==> config.mk <==
export PLATFORM = sky130hd
export DESIGN_NAME = gpu_bg_block_buffer
export DESIGN_NICKNAME = d
export VERILOG_FILES = /design/src/rtl/gpu_bg_block_buffer.sv
export SDC_FILE = /design/constraint.sdc
export NUM_CORES = 1
export LEC_CHECK = 0
export ABC_CLOCK_PERIOD_IN_PS = 8500
export CAP_MARGIN = 0
export CELL_PAD_IN_SITES_DETAIL_PLACEMENT = 0
export CELL_PAD_IN_SITES_GLOBAL_PLACEMENT = 1
export CORE_AREA = 2 2 253 255
export DETAILED_ROUTE_END_ITERATION = 6
export DIE_AREA = 0 0 255 257
export GPL_ROUTABILITY_DRIVEN = 0
export MAX_ROUTING_LAYER = met4
export PLACE_DENSITY = 0.76
export SLEW_MARGIN = 10
export SYNTH_ARGS = -nofsm -noshare
export SYNTH_HDL_FRONTEND = slang
export SYNTH_SLANG_ARGS = --single-unit
==> constraint.sdc <==
create_clock -name clk -period 8.5 [get_ports clk]
set_input_delay 1.275 -clock clk [delete_from_list [all_inputs] [get_ports clk]]
set_output_delay 1.275 -clock clk [all_outputs]
set_load 0.1 [all_outputs]
==> src/rtl/gpu_bg_block_buffer.sv <==
// gpu_bg_block_buffer: one-block BG write-back buffer with DDR load/save FSM, dirty mask and flush.
module gpu_bg_block_buffer #(
  parameter int LANES     = 2,
  parameter int BLOCK_PIX = 16,
  parameter int PIX_W     = 16,
  parameter int ADR_W     = 15,
  parameter int SLOT_W    = (BLOCK_PIX / LANES > 1) ? $clog2(BLOCK_PIX / LANES) : 1
) (
  input  logic                       clk,
  input  logic                       i_rst,
  input  logic                       i_blendEnable,
  input  logic                       i_pixValid,
  input  logic [ADR_W-1:0]           i_pixAdr,
  input  logic [SLOT_W-1:0]          i_pixSlot,
  input  logic [LANES-1:0]           i_pixSel,
  input  logic [LANES*PIX_W-1:0]     i_pixData,
  output logic                       o_pixReady,
  output logic [LANES*PIX_W-1:0]     o_bgRead,
  input  logic                       i_flush,
  output logic                       o_flushDone,
  output logic                       o_loadReq,
  output logic [ADR_W-1:0]           o_loadAdr,
  input  logic                       i_loadAck,
  input  logic [BLOCK_PIX*PIX_W-1:0] i_loadData,
  output logic                       o_saveReq,
  output logic [ADR_W-1:0]           o_saveAdr,
  output logic [BLOCK_PIX*PIX_W-1:0] o_saveData,
  output logic [BLOCK_PIX-1:0]       o_saveMask,
  input  logic                       i_saveAck,
  output logic                       o_busy
);
  localparam int GW     = LANES * PIX_W;
  localparam int GROUPS = BLOCK_PIX / LANES;

  typedef enum logic [1:0] {EMPTY, RESIDENT, SAVE, LOAD} state_t;

  state_t                     state_q, state_d;
  logic [BLOCK_PIX*PIX_W-1:0] pix_buf_q, pix_buf_d;
  logic [BLOCK_PIX-1:0]       dirty_q, dirty_d;
  logic [ADR_W-1:0]           cur_adr_q, cur_adr_d, pend_adr_q, pend_adr_d;
  logic                       flush_tag_q, flush_tag_d, flush_done_q, flush_done_d;
  logic                       hit, accept;
  int                         slot;

  always_comb begin
    slot   = int'(i_pixSlot) % GROUPS;
    hit    = state_q == RESIDENT && i_pixAdr == cur_adr_q;
    accept = i_pixValid && hit && !i_flush;
  end

  assign o_pixReady  = hit && !i_flush;
  assign o_bgRead    = pix_buf_q[slot*GW +: GW];
  assign o_flushDone = flush_done_q;
  assign o_loadReq   = state_q == LOAD;
  assign o_loadAdr   = cur_adr_q;
  assign o_saveReq   = state_q == SAVE;
  assign o_saveAdr   = cur_adr_q;
  assign o_saveData  = pix_buf_q;
  assign o_saveMask  = dirty_q;
  assign o_busy      = state_q == SAVE || state_q == LOAD;

  always_comb begin
    state_d      = state_q;
    pix_buf_d    = pix_buf_q;
    dirty_d      = dirty_q;
    cur_adr_d    = cur_adr_q;
    pend_adr_d   = pend_adr_q;
    flush_tag_d  = flush_tag_q;
    flush_done_d = 1'b0;
    for (int k = 0; k < LANES; k++)
      if (accept && i_pixSel[k]) begin
        pix_buf_d[(slot*LANES+k)*PIX_W +: PIX_W] = i_pixData[k*PIX_W +: PIX_W];
        dirty_d[slot*LANES+k] = 1'b1;
      end
    case (state_q)
      EMPTY, RESIDENT: begin
        // a flush still held during its own done cycle is the same request, not a new one
        if (i_flush) begin
          if (!flush_done_q) begin
            if (dirty_q != '0) begin
              state_d     = SAVE;
              flush_tag_d = 1'b1;
            end else begin
              state_d      = EMPTY;
              flush_done_d = 1'b1;
            end
          end
        end else if (i_pixValid && !hit) begin
          if (state_q == RESIDENT && dirty_q != '0) begin
            state_d     = SAVE;
            flush_tag_d = 1'b0;
            pend_adr_d  = i_pixAdr;
          end else begin
            cur_adr_d = i_pixAdr;
            dirty_d   = '0;
            state_d   = i_blendEnable ? LOAD : RESIDENT;
          end
        end
      end
      SAVE: begin
        if (i_saveAck) begin
          dirty_d      = '0;
          flush_done_d = flush_tag_q;
          cur_adr_d    = flush_tag_q ? cur_adr_q : pend_adr_q;
          state_d      = flush_tag_q ? EMPTY : (i_blendEnable ? LOAD : RESIDENT);
        end
      end
      LOAD: begin
        if (i_loadAck) begin
          pix_buf_d = i_loadData;
          state_d   = RESIDENT;
        end
      end
      default: state_d = EMPTY;
    endcase
  end

  always_ff @(posedge clk) begin
    if (i_rst) begin
      state_q      <= EMPTY;
      dirty_q      <= '0;
      cur_adr_q    <= '0;
      pend_adr_q   <= '0;
      flush_tag_q  <= 1'b0;
      flush_done_q <= 1'b0;
    end else begin
      state_q      <= state_d;
      dirty_q      <= dirty_d;
      cur_adr_q    <= cur_adr_d;
      pend_adr_q   <= pend_adr_d;
      flush_tag_q  <= flush_tag_d;
      flush_done_q <= flush_done_d;
    end
  end

  always_ff @(posedge clk) pix_buf_q <= pix_buf_d;
endmodule
# Word-level counts from Yosys, hierarchy flattened

Index checks and enable logic that the tools add are counted.

Bits of input ports: 315
Logic and storage cells: 102
Output and inout port bits: 339
Register bits after elaboration: 306

Order comparisons: 4
Bitwise logic cells: 3
Reduce and logical (&&, ||, !) cells: 23
Add/sub/neg operators: 3
Multiplexer cells: 43
Equality and inequality tests: 14
Shift-type cells: 5

Operators with widths:

| cell                                                                       | count |
|---|---|
| 256-bit two-way mux                                                        | 4 |
| 256-bit bitwise mux                                                        | 2 |
| 16-bit by 33-bit variable shift with 256-bit output (first input constant) | 2 |
| 16-bit by 33-bit indexed part select with 256-bit output                   | 2 |
| 256-bit by 9-bit indexed part select with 32-bit output                    | 1 |
| 16-bit two-way mux                                                         | 6 |
| 15-bit two-way mux                                                         | 5 |
| 32-bit negation with 33-bit output                                         | 1 |
| 8-bit negation with 33-bit output                                          | 1 |
| 16-bit one-hot mux with 2 select lines                                     | 1 |
| 15-bit one-hot mux with 2 select lines                                     | 1 |
| 2-bit two-way mux                                                          | 9 |
| 16-bit by 15-bit bitwise OR with 16-bit output                             | 1 |
| 16-bit bitwise OR                                                          | 1 |
| 16-bit nonzero test                                                        | 1 |
| 15-bit == test                                                             | 1 |
| 1-bit two-way mux                                                          | 11 |
| 1-bit logical AND                                                          | 10 |
| 2-bit != test (second input constant)                                      | 5 |
| 4-bit AND reduction                                                        | 2 |
| 2-bit by 1-bit != test with 1-bit output (second input constant)           | 3 |
| 3-bit != test (second input constant)                                      | 2 |
| 2-bit one-hot mux with 3 select lines                                      | 1 |
| 6-bit AND reduction                                                        | 1 |
| 17 further kinds                                                           | 21 |

# Depth between registers and ports, before layout

Gate-level depths: netlist of run 1.

Depth after elaboration: 12
Depth in mapped cells: 14
Depth with buffers taken out: 8

# Least setup slack after synthesis of run 1

No wires, ideal clock.

Kind: input -> output
From: input i_pixSlot[0]
To: output o_bgRead[27]
Slack: 2.687 ns
Buffers on the path: 4
Cell stages on the path: 8
Data required time: 7.225 ns
Arrival: 4.538 ns
Cells stage by stage: buf_2 -> buf_2 -> buf_2 -> buf_2 -> mux2i_1 -> nor2_1 -> a21oi_1 -> o21ai_0

Word-level cells in the longest chain between the ends: 1

RTL lines:

| element                                                 | RTL line | RTL |
|---|---|---|
| start: declaration                                      | 14       | `input logic [SLOT_W-1:0] i_pixSlot,` |
| 256-bit by 9-bit indexed part select with 32-bit output | 52       | `assign o_bgRead = pix_buf_q[slot*GW +: GW];` |
| end: declaration                                        | 18       | `output logic [LANES*PIX_W-1:0] o_bgRead,` |

No other way between the ends.

# Worst setup path in the final report of run 1

From: input i_pixSlot[1]
To: output o_bgRead[3]

The elaborated chain is that of the path after synthesis.

==> results of run 1 <==
metal layers:
metal	vias to the layer above	part of all wire (%)
met2	1324	47
li1	7751	-
met5	-	0
met4	0	6.0
met3	282	10
met1	8771	37
state kept, by name (all words and copies together), names as in the netlist:
signal	count
o_saveMask	16
o_flushDone	1
o_loadAdr	15
o_saveData	256
flush_tag_q	1
state_q	2
pend_adr_q	15
placed cells by master, fill, tap and decap left out, types with 9 or more instances in the layout:
| master | count |
|---|---|
| a21oi_1 | 155 |
| a221o_1 | 213 |
| a221oi_1 | 10 |
| a22oi_1 | 56 |
| a31oi_1 | 55 |
| and2_1 | 91 |
| and3_1 | 17 |
| and4_1 | 9 |
| buf_4 | 29 |
| clkbuf_1 | 10 |
| clkbuf_16 | 40 |
| clkdlybuf4s50_1 | 650 |
| dfxtp_1 | 306 |
| diode_2 | 11 |
| mux2_2 | 10 |
| mux2_4 | 10 |
| mux2i_1 | 41 |
| nand2_1 | 216 |
| nand2b_1 | 33 |
| nand3_1 | 11 |
| nand4_1 | 63 |
| nor2_1 | 70 |
| nor2b_1 | 35 |
| o211ai_1 | 16 |
| o21ai_0 | 9 |
| o31ai_1 | 32 |
| xnor2_1 | 15 |
power groups by stage:
stage	registers [mW]	clock network, mW	logic [mW]
final	2.13	1.63	3.96
after global routing	2.14	1.71	4.06
after CTS	2.11	1.66	3.95
after detailed placement	2.13	0	3.94
after global placement	2.14	0	3.92
after floorplan	4.03	0	0.849
cell type report:
class                      count  share of cell area (%)
clock buffer                  58                   4.822
timing repair buffer         681                   28.34
multi-input combinational   1247                   36.14
tap                          846                   4.444
antenna                       11                  0.1156
inverter                       6                 0.09456
clock inverter                11                  0.3310
sequential                   306                   25.72
path summary, 6_finish.rpt:
check	startpoint	endpoint	slack, ns	cells after the start
worst min-delay path	pend_adr_q[2]	pend_adr_q[2]	0.48	2
worst max register to register	o_loadAdr[0]	o_saveData[146]	5.14	7
worst max-delay path	i_pixSlot[1]	o_bgRead[3]	2.37	7
worst min register to register	pend_adr_q[2]	pend_adr_q[2]	0.48	2
critical path, cell delays in order:
cell	delay (ns)
buf_2	0.59
inv_1	0.59
nor3_2	0.29
buf_4	0.49
a22oi_1	0.20
nand4_1	0.20
clkdlybuf4s50_1	1.16
cell families after synthesis:
kind of cell / count (synthesis) / synth area share (%)
compound gates: 577 / 28.75
xor+xnor: 15 / 0.8366
fa+ha+maj: 6 / 0.4780
buf+inv: 224 / 6.740
flops: 306 / 39.01
mux: 65 / 4.860
simple gates: 584 / 19.32
per-stage QoR:
stage                     utilization [%]  worst slack, ns  power (mW)
after floorplan                         -            2.687       4.876
after global placement              35.97            2.516       6.060
after detailed placement            35.97            2.460       6.068
after CTS                           37.92            2.451       7.713
after global routing                37.95            2.140       7.905
final                               37.97            2.368       7.720
==> run metrics, run 1 <==
Synth top cells by count dfxtp_1, nand2_1, a221o_1; Post-synth EDFFs 0; Inst Count DP roughly 3100; synth warn 0; initial core utilization roughly a quarter; endpoints failing hold 0; Synth Cell Area between 15000 and 20000 µm²; multi-input combinational cell area around 8600 µm²; Sw Ratio about 53%; outcome finished clean; Most Crowded Layer GR met2; Post-synth ARST share 0%; Antenna Nets Post-Route 0; Setup Skew approximately 0.038 ns; worst vdd ir 0.2237 mV; Layout area overhead 51.67%; P_leak between 8 and 9 nW; CP Launch Type primary input; Hold/Removal Path Class reg -> reg; maximum clock rate roughly 160 MHz; count leader, synth dfxtp_1; final period utilization 72.14%; CTS sink count just over 300; Max Slew Vio Count 0; hold-fix buffers at CTS 0; Filler cells roughly 6300; Cell Area, Placed ~23000 µm²; Synth area leader dfxtp_1; CTS tree built; setup tns final 0 ns; top cells by area, synth dfxtp_1, a221o_1, nand2_1; Via-to-Cell Ratio roughly 5.7; worst-path fanout max 27; Clock Tree Buf Depth 3; fin cells approximately 3200; First-pass DRT Iterations 6; Via Count ~18000; first-pass GRT wire length 134300 µm; synthesized area per cell between 8 and 9 µm²; Post-Syn Nets approximately 2100; Synth Flop Type dfxtp_1; GR Util met2 46.88%; power share of the combinational group 51.3%; WL final between 90000 and 100000 µm; Slew @ Worst Pin ~1.3 ns; IO Port Bufs 653; CP Class in -> out; crit path time final approximately 6 ns; required time worst endpoint 7.22 ns; max-cap violation count 0; Seq pwr share between 20% and 30%; H-tree level count 2; initial antenna violation count 10; final-report setup violation count 0; met1 Resource Use GR between 30% and 40%; #FFs+latches synth approximately 310; share of cells above drive strength 1 6.410%; Die H about 260 µm; cts repair resizes 0; Cells after Synth 1777; full die area roughly 66000 µm²; Row Count 92; unrepaired setup endpoints after global routing false; clock power share about a fifth; CTS buffer count 39; GRT Total Usage roughly 29%; M3 GR Usage roughly 6.6%; post-CTS setup buffer count 0; Die Wd approximately 260 µm; post-synth cell types 60; num ports roughly 650; nets ~2600; hold_ws 0.4810 ns; core area around 63000 µm²; Sequential Area roughly 6100 µm²; slew margin rel. 13.99%; Crit path arrival time roughly 4.9 ns; post-route DRC violation count 0; WL/cell roughly 30 µm; DPL Wire Length between 60000 and 70000 µm; vias in the first global route approximately 18000; share of the synthesized area in the top cell type ~40%; switching power 4.077 mW; Clock Latency Late Sink 0.57 ns; Power Density around 320 nW/µm²; Clock Tree Root clkbuf_16; Crit. End Element output port; design area approximately 24000 µm²; largest net degree at the start of global routing 173; P_int roughly 3.6 mW; sequential element share of the synthesized area between 30 and 40%; drt initial violations between 2000 and 2500; clk slew on worst S/H paths around 0.050 ns; global route total overflow 0
Note: power is estimated with default switching activity, not from simulation.
==> run 2: changes to the inputs <==
--- a/config.mk
+++ b/config.mk
@@ -5,16 +5,16 @@
 export SDC_FILE = /design/constraint.sdc
 export NUM_CORES = 1
 export LEC_CHECK = 0
-export ABC_CLOCK_PERIOD_IN_PS = 8500
+export ABC_CLOCK_PERIOD_IN_PS = 5200
 export CAP_MARGIN = 0
 export CELL_PAD_IN_SITES_DETAIL_PLACEMENT = 0
 export CELL_PAD_IN_SITES_GLOBAL_PLACEMENT = 1
-export CORE_AREA = 2 2 253 255
+export CORE_AREA = 2 2 255 257
 export DETAILED_ROUTE_END_ITERATION = 6
-export DIE_AREA = 0 0 255 257
+export DIE_AREA = 0 0 257 259
 export GPL_ROUTABILITY_DRIVEN = 0
 export MAX_ROUTING_LAYER = met4
-export PLACE_DENSITY = 0.76
+export PLACE_DENSITY = 0.78
 export SLEW_MARGIN = 10
 export SYNTH_ARGS = -nofsm -noshare
 export SYNTH_HDL_FRONTEND = slang
==> constraint.sdc (replaced) <==
create_clock -name clk -period 5.2 [get_ports clk]
set_input_delay 0.78 -clock clk [delete_from_list [all_inputs] [get_ports clk]]
set_output_delay 0.78 -clock clk [all_outputs]
set_load 0.1 [all_outputs]
==> run 2 against run 1 <==
Net effect:
- first-iteration DRC count is 6.9% lower
- clock skew is 0.017 ns lower
- sequential power is 61% higher
- largest cell class unchanged
==> run metrics, run 2 (synthesized netlist as in run 1, its figures left out) <==
CTS sink count just over 300; WL/cell 29.49 µm; Critical R2R Launch state_q[1]; CTS tree built; Worst path most repeated cell buf_4; Seq pwr share 26.6%; P_leak 9.065 nW; Slew @ Worst Pin between 1 and 1.5 ns; CTS buffer count 39; unrepaired setup endpoints after global routing false; nets between 2000 and 3000; First-pass DRT Iterations 6; WL final 94220 µm; hold-fix buffers at CTS 0; Crit path arrival time 3.32 ns; outcome finished clean; H-tree level count 2; crit path from i_pixSlot[0]; Min-Delay Startpoint pend_adr_q[5]; CP max-delay cell and2_1; slew margin rel. 9.103%; Sw Ratio between 50% and 60%; Filler cells 6265; Die Wd between 200 and 300 µm; DPL Wire Length around 68000 µm; slowest stage delay, CP 0.66 ns; Setup Skew a little over 0.02 ns; global route total overflow 0; Layout area overhead 54.78%; Hold/Removal Path Class reg -> reg; Antenna Nets Post-Route 0; Sequential Area 6126 µm²; Power Density 529.0 nW/µm²; Row Count between 90 and 100; Die H 259 µm; critical-path cell list buf_4 -> buf_4 -> and2_1 -> a21oi_1 -> a21oi_1 -> a221o_1 -> buf_4; Via-to-Cell Ratio 5.669; vias in the first global route 17915; num ports roughly 650; maximum clock rate 244.2 MHz; share of cells above drive strength 1 just under 9%; required time worst endpoint between 4 and 5 ns; final-report setup violation count 0; initial antenna violation count 12; GRT Total Usage between 20% and 30%; largest net degree at the start of global routing 95; Max Slew Vio Count 0; cts repair resizes 0; Tot Pwr approximately 13 mW; P_int about 6.3 mW; Clock Tree Buf Depth 3; worst-path fanout max between 40 and 50; worst vdd ir 0.3673 mV; Clock Latency Late Sink between 0.5 and 0.6 ns; most frequent cells in the layout clkdlybuf4s50_1, dfxtp_1, nand2_1, a221o_1, a21oi_1; Via Count approximately 18000; switching power approximately 6.6 mW; setup tns final 0 ns; max reg flops around 260; post-route DRC violation count 0; max-cap violation count 0; Clock Tree Root clkbuf_16; clock power share between 20% and 30%; first-pass GRT wire length 131700 µm; CP Class in -> out; core area 63880 µm²; post-CTS setup buffer count 0; Crit. End Element output port; commonest non-fill, non-tap cell in the layout clkdlybuf4s50_1; multi-input combinational cell area 8607 µm²; full die area between 60000 and 70000 µm²; crit path time final roughly 4.1 ns; CP Launch Type primary input; post-layout util around two fifths; power share of the combinational group between 50 and 60%; initial core utilization 24.58%; final period utilization around four fifths; drt initial violations 1916; IO Port Bufs between 600 and 700; clk slew on worst S/H paths 0.06 ns; endpoints failing hold 0
## run 2: cell count changes in the layout (fill, tap and decap cells not counted), sizes merged
cell,previous run,this run
buf,31,84
clkdlybuf4s50,650,617
bufinv,0,6
clkbuf,58,54
clkinv,9,8
clkinvlp,2,1
## run 2: worst max-delay path, delay by kind of cell
kind / cells / cell delay, ns
buffers and inverters: 3 / 1.12
and+or+nand+nor: 1 / 0.66
AOI/OAI and AO/OA: 3 / 0.72
## run 2: stage by stage
stage	worst slack (ns)	instance area, µm²	std cells	hold WS (ns)
floorplan	0.3769	15700	1777	0.4485
global placement	0.9588	22940	3115	0.4585
detailed placement	0.9565	22940	3115	0.4679
CTS	0.9871	24280	3184	0.4820
global route	0.8937	24310	3195	0.4968
finish	1.105	24310	3195	0.4795
## run 2: final timing paths
check	end	slack, ns	cells past startpoint
setup / recovery	o_bgRead[21]	1.10	7
hold / removal	pend_adr_q[5]	0.48	2
setup reg to reg	o_saveData[211]	2.05	5
hold reg to reg	pend_adr_q[5]	0.48	2
## run 2: per-layer routing
| layer | vias up | GRT usage, % | wire length, µm |
|---|---|---|---|
| li1 | 7787 | - | - |
| met1 | 8783 | 31.53 | 35400 |
| met2 | 1297 | 46.63 | 45830 |
| met3 | 245 | 6.073 | 8712 |
| met4 | 0 | 11.66 | 4267 |
| met5 | - | - | 0 |
## run 2: cell type report
class	count	area share, %
Sequential cell	306	25.20
Antenna cell	11	0.1132
Inverter	6	0.09265
Timing Repair Buffer	701	29.28
Multi-Input combinational cell	1247	35.41
Clock inverter	15	0.9677
Clock buffer	54	4.535
Tap cell	855	4.401
## run 2: power by group through the flow
stage                     combinational (mW)  sequential, mW  clock, mW
after floorplan                         1.39            6.58          0
after global placement                  6.49            3.44          0
after detailed placement                6.51            3.45          0
after CTS                               6.53            3.40       2.95
after global routing                    6.68            3.46       3.03
final                                   6.53            3.42       2.91
